--- src/rtl/wishbone_sram_bridge.sv ---
`default_nettype none
// ============================================================================
// Module   : wishbone_sram_bridge
// Brief    : Wishbone classic slave bridging one RW+R dual-port OpenRAM macro;
//            registered FSM, out-of-window accesses answered with err.
// Revision : 1.0 - initial release
// ============================================================================
module wishbone_sram_bridge #(
    parameter int          NO_OF_ROWS   = 256,
    parameter int          DATA_WIDTH   = 32,
    parameter logic [31:0] BASE_ADDR    = 32'h3000_0000,
    parameter logic [31:0] BASE_MASK    = 32'hFFFF_0000,
    parameter int          READ_LATENCY = 1,
    parameter int          SPLIT_ROW    = NO_OF_ROWS / 2
) (
    input  logic                          wb_clk_i,
    input  logic                          wb_rst_i,
    input  logic                          wbs_stb_i,
    input  logic                          wbs_cyc_i,
    input  logic                          wbs_we_i,
    input  logic [DATA_WIDTH/8-1:0]       wbs_sel_i,
    input  logic [DATA_WIDTH-1:0]         wbs_dat_i,
    input  logic [31:0]                   wbs_adr_i,
    output logic                          wbs_ack_o,
    output logic                          wbs_err_o,
    output logic [DATA_WIDTH-1:0]         wbs_dat_o,
    output logic                          ram_clk0,
    output logic                          ram_csb0,
    output logic                          ram_web0,
    output logic [DATA_WIDTH/8-1:0]       ram_wmask0,
    output logic [$clog2(NO_OF_ROWS)-1:0] ram_addr0,
    output logic [DATA_WIDTH-1:0]         ram_dout0,
    input  logic [DATA_WIDTH-1:0]         ram_din0,
    output logic                          ram_clk1,
    output logic                          ram_csb1,
    output logic [$clog2(NO_OF_ROWS)-1:0] ram_addr1,
    input  logic [DATA_WIDTH-1:0]         ram_din1
);

    localparam int c_AW = $clog2(NO_OF_ROWS);
    localparam int c_NB = DATA_WIDTH / 8;
    localparam int c_BO = $clog2(c_NB);

    localparam logic [31:0]   c_WIN_BYTES = 32'(NO_OF_ROWS * c_NB);
    localparam logic [c_AW:0] c_SPLIT     = (c_AW + 1)'(SPLIT_ROW);
    localparam logic [1:0]    c_LAT_INIT  = 2'(READ_LATENCY - 1);

    localparam logic [2:0] c_S_IDLE  = 3'd0;
    localparam logic [2:0] c_S_ISSUE = 3'd1;
    localparam logic [2:0] c_S_WAIT  = 3'd2;
    localparam logic [2:0] c_S_ACK   = 3'd3;
    localparam logic [2:0] c_S_ERR   = 3'd4;

    logic            w_req;
    logic [31:0]     w_offset;
    logic            w_hit;
    logic [c_AW-1:0] w_row;
    logic            w_hi_port;

    logic [2:0]            r_state;
    logic [1:0]            r_lat_cnt;
    logic                  r_is_write;
    logic                  r_port1;
    logic                  r_ack;
    logic                  r_err;
    logic [DATA_WIDTH-1:0] r_dat;
    logic                  r_csb0;
    logic                  r_csb1;
    logic                  r_web0;
    logic [c_NB-1:0]       r_wmask0;
    logic [c_AW-1:0]       r_row;
    logic [DATA_WIDTH-1:0] r_dout0;

    // A wrapped (negative) offset compares huge, so it misses as well.
    assign w_req     = wbs_cyc_i & wbs_stb_i;
    assign w_offset  = wbs_adr_i - BASE_ADDR;
    assign w_hit     = ((wbs_adr_i & BASE_MASK) == BASE_ADDR) && (w_offset < c_WIN_BYTES);
    assign w_row     = w_offset[c_AW+c_BO-1:c_BO];
    assign w_hi_port = ({1'b0, w_row} >= c_SPLIT);

    always_ff @(posedge wb_clk_i) begin
        if (wb_rst_i) begin
            r_state    <= c_S_IDLE;
            r_lat_cnt  <= '0;
            r_is_write <= 1'b0;
            r_port1    <= 1'b0;
            r_ack      <= 1'b0;
            r_err      <= 1'b0;
            r_dat      <= '0;
            r_csb0     <= 1'b1;
            r_csb1     <= 1'b1;
            r_web0     <= 1'b1;
            r_wmask0   <= '0;
            r_row      <= '0;
            r_dout0    <= '0;
        end else begin
            case (r_state)
                c_S_IDLE: begin
                    if (w_req) begin
                        if (w_hit) begin
                            r_state    <= c_S_ISSUE;
                            r_row      <= w_row;
                            r_is_write <= wbs_we_i;
                            r_port1    <= ~wbs_we_i & w_hi_port;
                            if (wbs_we_i) begin
                                r_dout0  <= wbs_dat_i;
                                r_wmask0 <= wbs_sel_i;
                                r_web0   <= 1'b0;
                                r_csb0   <= 1'b0;
                            end else if (w_hi_port) begin
                                r_csb1 <= 1'b0;
                            end else begin
                                r_csb0 <= 1'b0;
                            end
                        end else begin
                            r_state <= c_S_ERR;
                            r_err   <= 1'b1;
                        end
                    end
                end
                c_S_ISSUE: begin
                    // The macro captures at this edge, so the strobe ends regardless of abort.
                    r_csb0    <= 1'b1;
                    r_csb1    <= 1'b1;
                    r_web0    <= 1'b1;
                    r_lat_cnt <= c_LAT_INIT;
                    if (!wbs_cyc_i) begin
                        r_state <= c_S_IDLE;
                    end else if (r_is_write) begin
                        r_ack   <= 1'b1;
                        r_state <= c_S_ACK;
                    end else begin
                        r_state <= c_S_WAIT;
                    end
                end
                c_S_WAIT: begin
                    if (!wbs_cyc_i) begin
                        r_state <= c_S_IDLE;
                    end else if (r_lat_cnt == 2'd0) begin
                        r_dat   <= r_port1 ? ram_din1 : ram_din0;
                        r_ack   <= 1'b1;
                        r_state <= c_S_ACK;
                    end else begin
                        r_lat_cnt <= r_lat_cnt - 2'd1;
                    end
                end
                c_S_ACK: begin
                    r_ack   <= 1'b0;
                    r_state <= c_S_IDLE;
                end
                c_S_ERR: begin
                    r_err   <= 1'b0;
                    r_state <= c_S_IDLE;
                end
                default: begin
                    r_ack   <= 1'b0;
                    r_err   <= 1'b0;
                    r_csb0  <= 1'b1;
                    r_csb1  <= 1'b1;
                    r_web0  <= 1'b1;
                    r_state <= c_S_IDLE;
                end
            endcase
        end
    end

    assign ram_clk0   = wb_clk_i;
    assign ram_clk1   = wb_clk_i;
    assign wbs_ack_o  = r_ack;
    assign wbs_err_o  = r_err;
    assign wbs_dat_o  = r_dat;
    assign ram_csb0   = r_csb0;
    assign ram_csb1   = r_csb1;
    assign ram_web0   = r_web0;
    assign ram_wmask0 = r_wmask0;
    assign ram_addr0  = r_row;
    assign ram_addr1  = r_row;
    assign ram_dout0  = r_dout0;

endmodule
`default_nettype wire
--- config.mk ---
export PLATFORM = sky130hd
export DESIGN_NAME = wishbone_sram_bridge
export DESIGN_NICKNAME = d
export VERILOG_FILES = /design/src/rtl/wishbone_sram_bridge.sv
export SDC_FILE = /design/constraint.sdc
export NUM_CORES = 1
export LEC_CHECK = 0
export CAP_MARGIN = 30
export CORE_MARGIN = 1.5
export CORE_UTILIZATION = 39
export CTS_BUF_LIST = sky130_fd_sc_hd__clkbuf_4
export CTS_CLUSTER_SIZE = 30
export DETAILED_ROUTE_END_ITERATION = 6
export PLACE_DENSITY_LB_ADDON = 0.3
export SLEW_MARGIN = 10
export SYNTH_ARGS = -nofsm -noshare
export SYNTH_HDL_FRONTEND = slang
export SYNTH_SLANG_ARGS = --single-unit
export TNS_END_PERCENT = 1
--- constraint.sdc ---
create_clock -name wb_clk_i -period 1.75 [get_ports wb_clk_i]
set_input_delay 0.4375 -clock wb_clk_i [delete_from_list [all_inputs] [get_ports wb_clk_i]]
set_output_delay 0.4375 -clock wb_clk_i [all_outputs]
set_load 0.02 [all_outputs]
==> results of run 1 <==
final timing paths:
| path | from | end | slack, ps | cells after the start |
|---|---|---|---|---|
| worst max register to register | r_state[1] | wbs_dat_o[5] | 160 | 5 |
| worst min register to register | ram_dout0[21] | ram_dout0[21] | 480 | 2 |
| worst max-delay path | wb_clk_i | ram_clk0 | 40 | 3 |
| worst min-delay path | wb_rst_i | r_is_write | 220 | 2 |
routing by layer:
layer,vias up,track usage,part of all wire
li1,2031,-,-
met1,1881,0.246,0.39
met2,212,0.377,0.48
met3,25,0.0786,0.10
met4,0,0.117,0.027
met5,-,0,0
synthesized netlist by cell type, drive strengths merged (2+ instances only):
cell type  count
buf           38
and2b          3
nor2          41
clkbuf        18
a21oi         51
dfxtp         88
a31oi          3
nand2          6
o21ai         47
nand3          3
nor3b          2
nor2b          2
and2           5
mux2i         32
inv            3
nand4         49
nor4           3
a211oi        33
nand2b         3
nor4b          2
placed cells by master (no fill, tap or decap), types with 4 or more instances in the layout:
master and count:
a211oi_1 33, a21oi_1 51, and2_1 4, buf_12 7
buf_4 14, clkbuf_4 17, clkdlybuf4s15_1 26, clkdlybuf4s50_1 133
dfxtp_1 87, dlygate4sd2_1 60, mux2i_1 32, nand2_1 6
nand4_1 49, nor2_1 41, o21ai_0 47
stage by stage:
step                area, µm²  power (µW)
floorplan                3930        2280
global placement         6280        2640
detailed placement       6280        2650
CTS                      6370        4170
global route             6390        4300
finish                   6390        4120
sequential cells by signal, indices dropped and copies added, names as in the netlist:
| register | count |
|---|---|
| ram_web0 | 1 |
| ram_csb0 | 1 |
| ram_addr0 | 8 |
| wbs_dat_o | 32 |
| ram_wmask0 | 4 |
| ram_csb1 | 1 |
| r_lat_cnt | 2 |
| r_is_write | 1 |
| wbs_err_o | 1 |
| ram_dout0 | 32 |
| wbs_ack_o | 1 |
| r_state | 3 |
| r_port1 | 1 |
report_power, final:
part	internal [µW]	switching [µW]	leakage (µW)	total [µW]
logic	307	134	0.00158	441
registers	2010	2.90	0.000709	2010
clock network	900	776	0.000122	1680
total	3210	912	0.00241	4120
cells by family after synthesis:
kind of cell | count (synthesis)
muxes | 32
and+or+nand+nor | 125
buffers and inverters | 59
DFF | 88
AOI/OAI and AO/OA | 138
adders and majority gates | 1
worst register-to-register path, delay by kind of cell (launching register included):
| family | cells | cell delay [ps] |
|---|---|---|
| flip-flops | 1 | 500 |
| AND/OR/NAND/NOR | 3 | 580 |
| AO/OA/AOI/OAI | 1 | 230 |
| buffers and inverters | 1 | 190 |
area by class of cell:
cell class / count / area, µm²
clock inverter: 4 / 93.8
clock buffer: 17 / 128
fill: 848 / 3380
timing repair buffer: 244 / 2380
multi-input combinational: 296 / 1850
inverter: 3 / 11.3
tap: 133 / 166
sequential: 88 / 1760
repair_timing:
action / CTS / global route
resized for setup: 94 / 31
gates cloned: 0 / 0
setup endpoints to repair: 91 / 29
pin swaps: 0 / 0
hold buffers: 0 / 0
==> metrics.cfg, run 1 <==
[cells_and_area]
fin_nets = 786
fin_util = 0.654
final_layout_size_suffix_gt1_frac = 0.0844
layout.cells.non_filler = 785
n_antenna_cell = 0
syn_to_final_growth_pct = 62.4

[timing]
finalClockSkew_ps = 9.48
tns_ps = 0
tightest_slew_ps = 393
timing.final.ws_setup_ps = 37.9
rsz0062_at_grt = true
period_share = 0.978
hold_viol_final = 0
period_needed_ps = 1710
setup_violations = 0
slew_viol_final = 0
fmax_mhz = 588
whs_ps = 222
max_slew_margin = 0.738

[synthesis]
async_reset_ff_frac = 0
yosys.area_share.simple = 0.183
synth-main-ff-cell = dfxtp_1
yosysUniqueCellTypes = 35
synth-xor-area-share = 0
ys_warn_count = 0
ys_ff_latch = 88
synthCells = 443
synth_edf_count = 0
synthAdderAreaFrac = 0.00318
yosysTopAreaCellShare = 0.448
syn_area_mm2 = 0.00393
synthTopCellsByArea = dfxtp_1 (45%), mux2i_1 (8.1%), nand4_1 (7.8%), a21oi_1 (6.5%), a211oi_1 (6.3%)
syn_nets = 581
syn_avg_cell_area_um2 = 8.88
synthMuxAreaShare = 0.0814
synth_top_family_by_area = compound AO/OA/AOI/OAI gates
yosysTopAreaCell = dfxtp_1
synth_seq_area_share = 0.448
synth_compound_area_frac = 0.201

[clock_network]
insertion_delay_ps = 530
cts_tree = done
clkTransAtPathRegs_ps = 130
cts_setup_buffers = 0

[critical_path]
cpLargestDelayFamily = buffers and inverters
worstPathRequired_ps = 1310
max_stage_delay_ps = 150
start_kind = clock port
cpMaxStageDelayCell = clkbuf_4
critPathMaxFanout = 2
timing.critical_path.buf_inv = 3
critPathKind = clk2out
path_common_cell = clkbuf_4
worstSetupEndpointType = primary output
worstPathArrival_ps = 1270
crit_chain = clkbuf_4 > clkbuf_4 > clkbuf_4

[global_route]
grt_max_degree = 50
gr-total-overflow = 0
track_usage = 0.223
grt_pass1_wl_um = 18300
grt_antenna_before_repair = 0
grt_pass1_vias = 3783

[detailed_routing]
vias = 4149
ant_nets = 0
dr.pass1.iters = 7
drc = 0
via_per_inst = 5.29
wl_per_cell_um = 15.5
wl_um = 12200
drtIter0Drc = 102

[place]
place_ws_ps = -458
post-dp-hpwl_um = 8880
io_buffers = 225
dpl.cell_count = 766
gp_congestion = 0.757

[die]
die_area_mm2 = 0.0107
num_rows = 36
die_w_um = 103
start_util = 0.402
coreArea_mm2 = 0.00977
pin_count = 228
die-height_um = 103

[worst_hold_path]
hold_class = in2reg

[pwr]
p_per_area_mw_per_mm2 = 646
p_leak_uw = 0.00241
ir_drop_mv = 0.310

[flow_run]
maxCapViolations = 0

[status]
status = complete, no violations

Note: power is estimated with default switching activity, not from simulation.
==> run 2: changes to the inputs <==
Settings changed: CORE_MARGIN 1.5 to 8.
==> run 2 against run 1 <==
Power fell by 11%. Sequential power about the same. Combinational power barely moved. First-iteration DRC count grew 140%. Final area is 1.1% lower. Clock power decreased by 28%. Sequential share of layout area up 0.29 points. Critical path type unchanged. Largest cell class unchanged.
==> metrics.cfg, run 2 (same netlist as run 1, synthesis figures left out) <==
[die]
start_util = 0.402
coreArea_mm2 = 0.00977
die-height_um = 116
num_rows = 36
pin_count = 228
die_area_mm2 = 0.0136
die_w_um = 116

[pwr]
switching_share = 0.246
fin_total_pwr_uw = 3650
combPwrFrac = 0.120
ir_drop_mv = 0.284
internal-power_uw = 2750
clkPwrFrac = 0.330
p_per_area_mw_per_mm2 = 578
switchingPower_uw = 900
pwr-share-seq = 0.550
p_leak_uw = 0.00239

[flow_run]
maxCapViolations = 0

[cells_and_area]
final_common_cell = clkdlybuf4s50_1
design_area_mm2 = 0.00632
seq_area_mm2 = 0.00176
multi_input_area_mm2 = 0.00184
n_fill_cell = 844
final_cell_mix = clkdlybuf4s50_1 (133), dfxtp_1 (87), dlygate4sd2_1 (65)
n_antenna_cell = 0
syn_to_final_growth_pct = 60.7
final_layout_size_suffix_gt1_frac = 0.0856
fin_nets = 788

[clock_network]
insertion_delay_ps = 530
clkTransAtPathRegs_ps = 120
cts_setup_buffers = 0
cts_tree = done
hold_buffers = 0
cts_resized = 94

[global_route]
grt_max_degree = 47
grt_pass1_wl_um = 21200
track_usage = 0.201
grt_antenna_before_repair = 0
grt_pass1_vias = 4239
gr-total-overflow = 0

[detailed_routing]
vias = 4213
wl_um = 14000
drc = 0
wl_per_cell_um = 17.8
via_per_inst = 5.35
dr.pass1.iters = 4
ant_nets = 0
drtIter0Drc = 244

[timing]
slew_viol_final = 0
setup_violations = 0
tightest_slew_ps = 387
rsz0062_at_grt = true
max_slew_margin = 0.742
tns_ps = 0
hold_viol_final = 0
timing.final.ws_setup_ps = 46.6
finalClockSkew_ps = 19.1

[critical_path]
critPathMaxFanout = 2
critPathKind = clk2out
worstPathRequired_ps = 1310
worstPathArrival_ps = 1270
start_kind = clock port
worstSetupEndpointType = primary output

[place]
post_dp_cell_area_mm2 = 0.00630
io_buffers = 225
place_ws_ps = -471
post-dp-hpwl_um = 10800
gp_congestion = 0.799

[worst_hold_path]
hold_class = in2reg

[status]
status = complete, no violations

## run 2: power groups by stage
stage          registers (µW)  clock network, µW  logic, µW
5_1_grt                  2010               1340        467
4_1_cts                  2010               1250        442
2_1_floorplan            2050                134       92.3
3_3_place_gp             2050                153        435
3_5_place_dp             2050                153        441
6_report                 2010               1210        439
## run 2: area by class of cell
cell class,instances,area share
timing repair buffer,246,0.379
multi-input combinational,296,0.292
sequential,88,0.279
tap,133,0.0263
clock buffer,16,0.0190
clock inverter,5,0.00396
inverter,3,0.00178
## run 2: metrics by stage
stage	instances	util	hold slack, ps
after floorplan	443	-	437
after global placement	768	0.645	451
after detailed placement	768	0.645	463
after CTS	787	0.646	262
after global routing	787	0.647	263
final	787	0.647	282
## run 2: final timing paths
| kind | startpoint | end | slack [ps] | cells after the start |
|---|---|---|---|---|
| worst max-delay path | wb_clk_i | ram_clk0 | 50 | 3 |
| worst min-delay path | wb_rst_i | wbs_ack_o | 280 | 2 |
| worst max register to register | r_state[1] | wbs_dat_o[25] | 160 | 5 |
| worst min register to register | ram_dout0[30] | ram_dout0[30] | 480 | 2 |
## run 2: critical path, stage by stage
cell and delay (ps):
clkbuf_4 110, clkbuf_4 120, clkbuf_4 150
## run 2: per-layer routing
metal / GRT usage / wire [µm] / up-vias
met3: 0.0863 / 1640 / 26
met2: 0.324 / 6670 / 203
met4: 0.115 / 382 / 0
met1: 0.218 / 5290 / 1944
li1: - / - / 2040
met5: 0 / 0 / -
